==> config.mk <==
export PLATFORM = sky130hd
export DESIGN_NAME = sa_ram_rd_ctrl_32x768
export DESIGN_NICKNAME = d
export VERILOG_FILES = /design/src/rtl/sa_ram_pkg.sv /design/src/rtl/sa_rd_obuf.sv /design/src/rtl/sa_ram_rd_ctrl_32x768.sv
export SDC_FILE = /design/constraint.sdc
export NUM_CORES = 2
export LEC_CHECK = 0
export BUFFER_PORTS_ARGS = -buffer_cell sky130_fd_sc_hd__buf_2
export CAP_MARGIN = 10
export CORE_AREA = 2 2 603 605
export CTS_BUF_LIST = sky130_fd_sc_hd__clkbuf_8 sky130_fd_sc_hd__clkbuf_16
export DETAILED_ROUTE_END_ITERATION = 10
export DIE_AREA = 0 0 605 607
export GPL_TIMING_DRIVEN = 1
export MAX_ROUTING_LAYER = met4
export PLACE_DENSITY = 0.45
export SYNTH_ARGS = -nofsm -noshare
export SYNTH_HDL_FRONTEND = slang
export SYNTH_SLANG_ARGS = --single-unit
==> constraint.sdc <==
create_clock -name clk -period 50.8 [get_ports clk]
set_input_delay 5.08 -clock clk [delete_from_list [all_inputs] [get_ports clk]]
set_output_delay 5.08 -clock clk [all_outputs]
set_load 0.1 [all_outputs]
==> src/rtl/sa_ram_pkg.sv <==
// Shared constants and types for the scratch RAM read path.
package sa_ram_pkg;
  localparam int SA_RAM_AW = 5;
  localparam int SA_RAM_DW = 768;

  typedef enum logic {
    IDLE  = 1'b0,
    ISSUE = 1'b1
  } rd_state_e;

  typedef struct packed {
    logic                 last;
    logic [SA_RAM_DW-1:0] data;
  } obuf_entry_t;
endpackage

==> src/rtl/sa_rd_obuf.sv <==
// Small output FIFO for captured RAM words; push and pop may coincide.
module sa_rd_obuf
  import sa_ram_pkg::*;
#(
  parameter int DEPTH = 2,
  parameter int W     = $bits(obuf_entry_t),
  parameter int CW    = $clog2(DEPTH + 1)
) (
  input  logic          clk,
  input  logic          rst,
  input  logic          push_i,
  input  logic [W-1:0]  push_data_i,
  input  logic          pop_i,
  output logic [CW-1:0] count_o,
  output logic [W-1:0]  head_o
);
  localparam int PW = (DEPTH > 1) ? $clog2(DEPTH) : 1;

  logic [W-1:0]  mem_q [DEPTH];
  logic [PW-1:0] wr_ptr_q, wr_ptr_d;
  logic [PW-1:0] rd_ptr_q, rd_ptr_d;
  logic [CW-1:0] count_q, count_d;

  function automatic logic [PW-1:0] ptr_inc(input logic [PW-1:0] p);
    return (p == PW'(DEPTH - 1)) ? '0 : p + PW'(1);
  endfunction

  always_comb begin
    wr_ptr_d = push_i ? ptr_inc(wr_ptr_q) : wr_ptr_q;
    rd_ptr_d = pop_i  ? ptr_inc(rd_ptr_q) : rd_ptr_q;
    count_d  = count_q + CW'(push_i) - CW'(pop_i);
  end

  always_ff @(posedge clk or posedge rst) begin
    if (rst) begin
      wr_ptr_q <= '0;
      rd_ptr_q <= '0;
      count_q  <= '0;
    end else begin
      wr_ptr_q <= wr_ptr_d;
      rd_ptr_q <= rd_ptr_d;
      count_q  <= count_d;
    end
  end

  // Entries reset to zero so the head reads as all-zero out of reset.
  for (genvar gi = 0; gi < DEPTH; gi++) begin : g_entry
    always_ff @(posedge clk or posedge rst) begin
      if (rst) begin
        mem_q[gi] <= '0;
      end else if (push_i && (wr_ptr_q == PW'(gi))) begin
        mem_q[gi] <= push_data_i;
      end
    end
  end

  assign count_o = count_q;
  assign head_o  = mem_q[rd_ptr_q];
endmodule

==> src/rtl/sa_ram_rd_ctrl_32x768.sv <==
// Burst read sequencer: drives the RAM read port with credit-based flow control
// and streams captured words out through a small buffer.
module sa_ram_rd_ctrl_32x768
  import sa_ram_pkg::*;
#(
  parameter int AW         = SA_RAM_AW,
  parameter int DW         = SA_RAM_DW,
  parameter int OBUF_DEPTH = 2
) (
  input  logic          clk,
  input  logic          rst,
  input  logic          req_valid,
  output logic          req_ready,
  input  logic [AW-1:0] req_addr,
  input  logic [AW:0]   req_len,
  output logic          out_valid,
  input  logic          out_ready,
  output logic [DW-1:0] out_data,
  output logic          out_last,
  output logic          busy,
  output logic [AW-1:0] ra,
  output logic          re,
  input  logic [DW-1:0] dout
);
  localparam int CW = $clog2(OBUF_DEPTH + 1);

  rd_state_e     state_q, state_d;
  logic [AW-1:0] cur_addr_q, cur_addr_d;
  logic [AW:0]   remaining_q, remaining_d;
  logic          inflight_q, inflight_d;
  logic          inflight_last_q, inflight_last_d;

  logic [CW-1:0] count;
  logic          pop;
  logic          credit;
  obuf_entry_t   wr_entry, rd_entry;

  assign pop       = out_valid && out_ready;
  // A slot freed by this cycle's pop can be reused by this cycle's read.
  assign credit    = (({1'b0, count} + (CW+1)'(inflight_q)) < (CW+1)'(OBUF_DEPTH)) || pop;
  assign req_ready = (state_q == IDLE) && !rst;

  always_comb begin
    state_d         = state_q;
    cur_addr_d      = cur_addr_q;
    remaining_d     = remaining_q;
    re              = 1'b0;
    case (state_q)
      IDLE: begin
        if (req_valid && req_ready) begin
          cur_addr_d  = req_addr;
          remaining_d = (req_len == '0) ? {1'b1, {AW{1'b0}}} : req_len;
          state_d     = ISSUE;
        end
      end
      ISSUE: begin
        if (credit) begin
          re          = 1'b1;
          cur_addr_d  = cur_addr_q + AW'(1);
          remaining_d = remaining_q - (AW+1)'(1);
          if (remaining_q == (AW+1)'(1)) begin
            state_d = IDLE;
          end
        end
      end
      default: state_d = IDLE;
    endcase
    inflight_d      = re;
    inflight_last_d = re && (remaining_q == (AW+1)'(1));
  end

  always_ff @(posedge clk or posedge rst) begin
    if (rst) begin
      state_q         <= IDLE;
      cur_addr_q      <= '0;
      remaining_q     <= '0;
      inflight_q      <= 1'b0;
      inflight_last_q <= 1'b0;
    end else begin
      state_q         <= state_d;
      cur_addr_q      <= cur_addr_d;
      remaining_q     <= remaining_d;
      inflight_q      <= inflight_d;
      inflight_last_q <= inflight_last_d;
    end
  end

  assign wr_entry.last = inflight_last_q;
  assign wr_entry.data = dout;

  sa_rd_obuf #(
    .DEPTH (OBUF_DEPTH),
    .W     ($bits(obuf_entry_t)),
    .CW    (CW)
  ) u_obuf (
    .clk         (clk),
    .rst         (rst),
    .push_i      (inflight_q),
    .push_data_i (wr_entry),
    .pop_i       (pop),
    .count_o     (count),
    .head_o      (rd_entry)
  );

  assign ra        = cur_addr_q;
  assign out_valid = (count != '0);
  assign out_data  = rd_entry.data;
  assign out_last  = rd_entry.last && out_valid;
  assign busy      = (state_q != IDLE) || inflight_q || out_valid;
endmodule

Word-level counts from Yosys, hierarchy flattened
Cells that the tools add are included.
- $add $sub $neg: 7
- reductions and logical operators: 14
- magnitude comparators: 2
- bitwise logic cells: 3
- equality and inequality tests: 3
- $mul: 0
- mux-type cells: 18
- div/mod/pow operators: 0
- shift-type cells: 0
- operator list (cell ; count):
    $mux 769 ; 3
    $mux 6 ; 3
    $pmux 6 s2 ; 1
    $mux 5 ; 2
    $pmux 5 s2 ; 1
    $logic_and 1x1->1 ; 7
    $mux 1 ; 7
    $eq 6x1->1 const B ; 1
    $logic_not 6->1 ; 1
    $sub 6x1->6 const B ; 1
    $add 5x1->5 const B ; 1
    $ne 2x1->1 const B ; 2
    $add 2x1->3 ; 1
    $logic_or 1x1->1 ; 3
    $lt 3x2->1 const B ; 1
    $add 1x1->1 const B ; 2
    $add 2x1->2 ; 1
    $ge 2x2->1 const B ; 1
    $not 1->1 ; 2
    $not 1->2 ; 1
    $pmux 1 s2 ; 1
    $reduce_and 2->1 ; 1
    $reduce_bool 2->1 ; 1
    $sub 2x1->2 ; 1
    $logic_not 1->1 ; 1
- bits in latches: 0
- memories kept: 0
- register bits: 1556
- RAM bits: 0
- memory bits (read-only): 0
- output and inout port bits: 778
- logic and storage cells: 57

Logic depth before layout (Yosys ltp)
- word-level depth: 6
- depth in mapped cells: 8
- mapped depth without buffers: 8

Cells and area by module
From an unflattened synthesis, not the netlist that was laid out.
- cells, all modules: 4216
- area, all modules: 69309.0 um^2
- modules (own cells, without submodules) (module ; sequential area each (um^2) ; cells an instance ; times used ; area an instance (um^2)):
    sa_rd_obuf ; 38587.0 ; 4117 ; 1 ; 68424.4
    sa_ram_rd_ctrl_32x768 ; 350.3 ; 99 ; 1 ; 884.6

Least setup slack after synthesis
OpenSTA, ideal clock, no wires.
- kind: input port to flip-flop
- start: in rst
- end: reg cur_addr_q[4] (netlist: ra[4])
- arrival time: 38.667 ns
- path buffers: 0
- cell stages on the path: 4
- setup time: 0.071 ns
- path slack: 12.062 ns
- cell sequence: inv_1 nand4_1 o41a_1 nand3_1
- cells in the longest elaborated chain, start to end: 5
- ends and longest elaborated chain (element ; RTL line ; RTL):
    start, declared ; sa_ram_rd_ctrl_32x768.sv:11 ; input logic rst,
    $logic_not 1->1 (no line) ; - ;
    $logic_and 1x1->1 ; sa_ram_rd_ctrl_32x768.sv:41 ; assign req_ready = (state_q == IDLE) && !rst;
    $logic_and 1x1->1 ; sa_ram_rd_ctrl_32x768.sv:50 ; if (req_valid && req_ready) begin
    $ne 2x1->1 (no line) ; - ;
    $reduce_and 2->1 (no line) ; - ;
    end signal, assigned ; sa_ram_rd_ctrl_32x768.sv:81 ; cur_addr_q <= cur_addr_d;
    end, declared ; sa_ram_rd_ctrl_32x768.sv:28 ; logic [AW-1:0] cur_addr_q, cur_addr_d;
Every way passes these cells.
A chain may end at the register's enable or synchronous reset.

Worst setup path after layout
- start: reg u_obuf.rd_ptr_q
- end: out out_data[338]
- cells in the longest elaborated chain, start to end: 4
- ends and longest elaborated chain (element ; RTL line ; RTL):
    start, declared ; sa_rd_obuf.sv:21 ; logic [PW-1:0] rd_ptr_q, rd_ptr_d;
    start signal, assigned ; sa_rd_obuf.sv:41 ; rd_ptr_q <= rd_ptr_d;
    $not 1->2 (not written as such) ; sa_rd_obuf.sv:58 ; assign head_o = mem_q[rd_ptr_q];
    $mux 769 (not written as such) (3 in series) ; sa_rd_obuf.sv:58 ;
    end, declared ; sa_ram_rd_ctrl_32x768.sv:18 ; output logic [DW-1:0] out_data,
Every way passes these cells. The select of a mux whose other input is x is not followed.

==> summary.md <==
| Metric | Value |
|---|---|
| Number of synthesized flops with an enable pin | `0` |
| Vias per cell | `3.969` |
| Register bit count reported by yosys | `1556` |
| Yosys Warn Count | `0` |
| Vias | `roughly 43000` |
| Worst slew margin | `10.59%` |
| Worst-Margin Slew | `1.341 ns` |
| Port bufs | `around 1600` |
| Chip Height | `607 µm` |
| Clock Latency Late Sink | `~0.86 ns` |
| CP endpoint kind | `output port` |
| Setup TNS | `0 ns` |
| Total track usage | `between 10% and 20%` |
| # IOs | `about 1600` |
| Arrival @ worst endpoint | `7.20 ns` |
| CTS max path bufs | `4` |
| GRT overflow | `0` |
| Synth Area in Simple Gates | `0.2517%` |
| Kind of critical path | `reg -> out` |
| Final Hold Vio Count | `0` |
| First-pass GRT wire length | `359.3 mm` |
| Final Wtd Congestion | `0.8894` |
| Fin Hold WS | `0.4970 ns` |
| WP data required | `~46 ns` |
| Crit share post-route | `24.18%` |
| # rows | `221` |
| Post-synthesis mux area share | `about 40%` |
| DRC | `0` |
| Leading register cell type out of synthesis | `dfrtp_1` |
| Post-DP HPWL | `199.0 mm` |
| Ys async rst share | `100.0%` |
| Area added between synthesis and finish | `27.23%` |
| Die X | `605 µm` |
| Cell taking the most area after synthesis | `dfrtp_1` |
| Largest family of logic cells by synthesized area | `multiplexers` |
| Share of cells above drive strength 1 | `71.72%` |
| Post-Synth XOR/XNOR Area | `less than 1%` |
| Largest fanout on the critical path | `155` |
| Compound-Gate Fraction of Synth Area | `0.2985%` |
| Final setup fails | `0` |
| Vias in the first global route | `45610` |
| RSZ-0062 raised after global routing | `no` |
| Mapped Area | `69580 µm²` |
| Worst Clk Skew | `just over 0.06 ns` |
| CP startpoint kind | `register` |
| DRT antenna net count | `0` |
| Max Fclk | `81.42 MHz` |
| Sink Count | `1556` |
| CTS resizes | `0` |
| Post-Synthesis Cells | `4213` |
| Postcts setup bufs | `0` |
| Hold crit path type | `reg -> reg` |
| Die Area | `367200 µm²` |
| Initial antenna violation count | `218` |
| CTS tree | `done` |
| Max Cap Viol | `0` |
| Nets | `6555` |
| Clock slew at reported path FFs | `0.06 ns` |
| Core area | `around 360000 µm²` |
| DR WL/cell | `24.15 µm` |
| First-pass DRT Iterations | `5` |
| Syn nets | `5001` |
| Post-Syn Area per Cell | `16.52 µm²` |
| CTS Buf Count | `191` |
| Status | `finished, final reports clean` |
| Post-synthesis sequential area ratio | `55.96%` |
| Max Slew Vio Count | `0` |
| H-tree lvl count | `4` |
| Largest net degree at the start of global routing | `156` |
| # hold bufs at CTS | `0` |
| First DRT Iteration DRCs | `1845` |
| Root buf cell | `clkbuf_16` |
| Share of the synthesized area in the top cell type | `55.96%` |
| Fin crit period | `12.28 ns` |
| Initial Utilization | `~19%` |
| Synth top area cells | `dfrtp_1 (56%), mux2_2 (29%), mux2_4 (11%)` |
| Routed WL | `260.8 mm` |
| Synth Area in Adders | `0.08991%` |
| Library cells used by synthesis | `39` |
-- cell usage in the layout (no fill, tap or decap), types with 25 or more instances in the layout --
master and n:
inv_1 42, buf_4 56, buf_2 1560, mux2_4 500
clkinv_2 25, clkbuf_16 192, mux2_2 1806, clkbuf_8 58
diode_2 87, dfrtp_1 1555
-- synthesized netlist by cell type, types with 2 or more instances --
| library cell | n |
|---|---|
| mux2_2 | 1806 |
| dfrtp_1 | 1556 |
| mux2_4 | 500 |
| buf_2 | 149 |
| buf_12 | 55 |
| buf_4 | 48 |
| nor2_1 | 15 |
| inv_1 | 10 |
| a21oi_1 | 8 |
| clkbuf_1 | 8 |
| nand2_1 | 6 |
| ha_1 | 5 |
| o22a_1 | 5 |
| a31oi_1 | 4 |
| o21ai_0 | 4 |
| mux2i_1 | 3 |
| nand3_1 | 3 |
| and3_1 | 2 |
| nand3b_1 | 2 |
| nor3_1 | 2 |
| or3_1 | 2 |
| xnor2_1 | 2 |
| xor2_1 | 2 |
-- cell families after synthesis --
| logic type | Yosys count |
|---|---|
| AOI/OAI and AO/OA | 30 |
| xor gates and xnor gates | 4 |
| adders and majority gates | 5 |
| buffers and inverters | 272 |
| DFF | 1556 |
| muxes | 2309 |
| and+or+nand+nor | 37 |
-- final timing paths --
path / startpoint / to / slack [ns] / cells past startpoint
worst min register to register: u_obuf.mem_q[222]$_DFFE_PP0P_ / u_obuf.mem_q[222]$_DFFE_PP0P_ / 0.50 / 1
worst min-delay path: u_obuf.mem_q[222]$_DFFE_PP0P_ / u_obuf.mem_q[222]$_DFFE_PP0P_ / 0.50 / 1
min in group asynchronous: rst / u_obuf.mem_q[595]$_DFFE_PP0P_ / 4.35 / 2
worst max-delay path: u_obuf.rd_ptr_q$_DFFE_PP0P_ / out_data[338] / 38.52 / 8
worst max register to register: inflight_q$_DFF_PP0_ / u_obuf.mem_q[1205]$_DFFE_PP0P_ / 43.95 / 9
max in group asynchronous: rst / u_obuf.mem_q[360]$_DFFE_PP0P_ / 40.32 / 10
-- worst max-delay path: stages (launching register included) --
cell and delay (ns):
dfrtp_4 0.70, buf_12 0.55, buf_4 0.75, buf_4 0.81
buf_4 0.68, buf_4 0.61, buf_4 0.72, mux2_2 0.30
buf_2 0.42
-- stage by stage --
stage	std cells	util, %	cell area (µm²)	setup WS [ns]
finish	10800	24.53	88530	38.52
global route	10790	24.53	88500	38.20
CTS	10710	24.47	88310	38.44
detailed placement	10370	22.65	81720	39.11
global placement	10370	22.65	81720	39.38
floorplan	4213	-	69580	1.801
-- routing by layer --
metal / vias up / global-route usage [%] / routed length, µm
li1: 18410 / - / -
met1: 22430 / 15.73 / 102800
met2: 1441 / 23.94 / 132000
met3: 571 / 3.789 / 17330
met4: 0 / 4.207 / 8638
met5: - / - / 0
-- state kept, by name, summed over array words and instances, names as in the netlist --
register	count
remaining_q	6
inflight_q	1
inflight_last_q	1
state_q	1
u_obuf.rd_ptr_q	1
u_obuf.mem_q	1538
u_obuf.wr_ptr_q	1
u_obuf.count_o	2
ra	5
-- final cells by class --
class	count	area (µm²)
Clock inverter	91	984.7
Clock buffer	250	5603
Sequential cell	1556	38940
Antenna cell	87	217.7
Multi-Input combinational cell	2385	28370
Inverter	10	45.04
Tap cell	4794	5998
Timing Repair Buffer	1623	8368
Fill cell	37930	272300
Power is not shown: default switching activity piles up to over one toggle a cycle in this logic, so the estimate is an artifact.
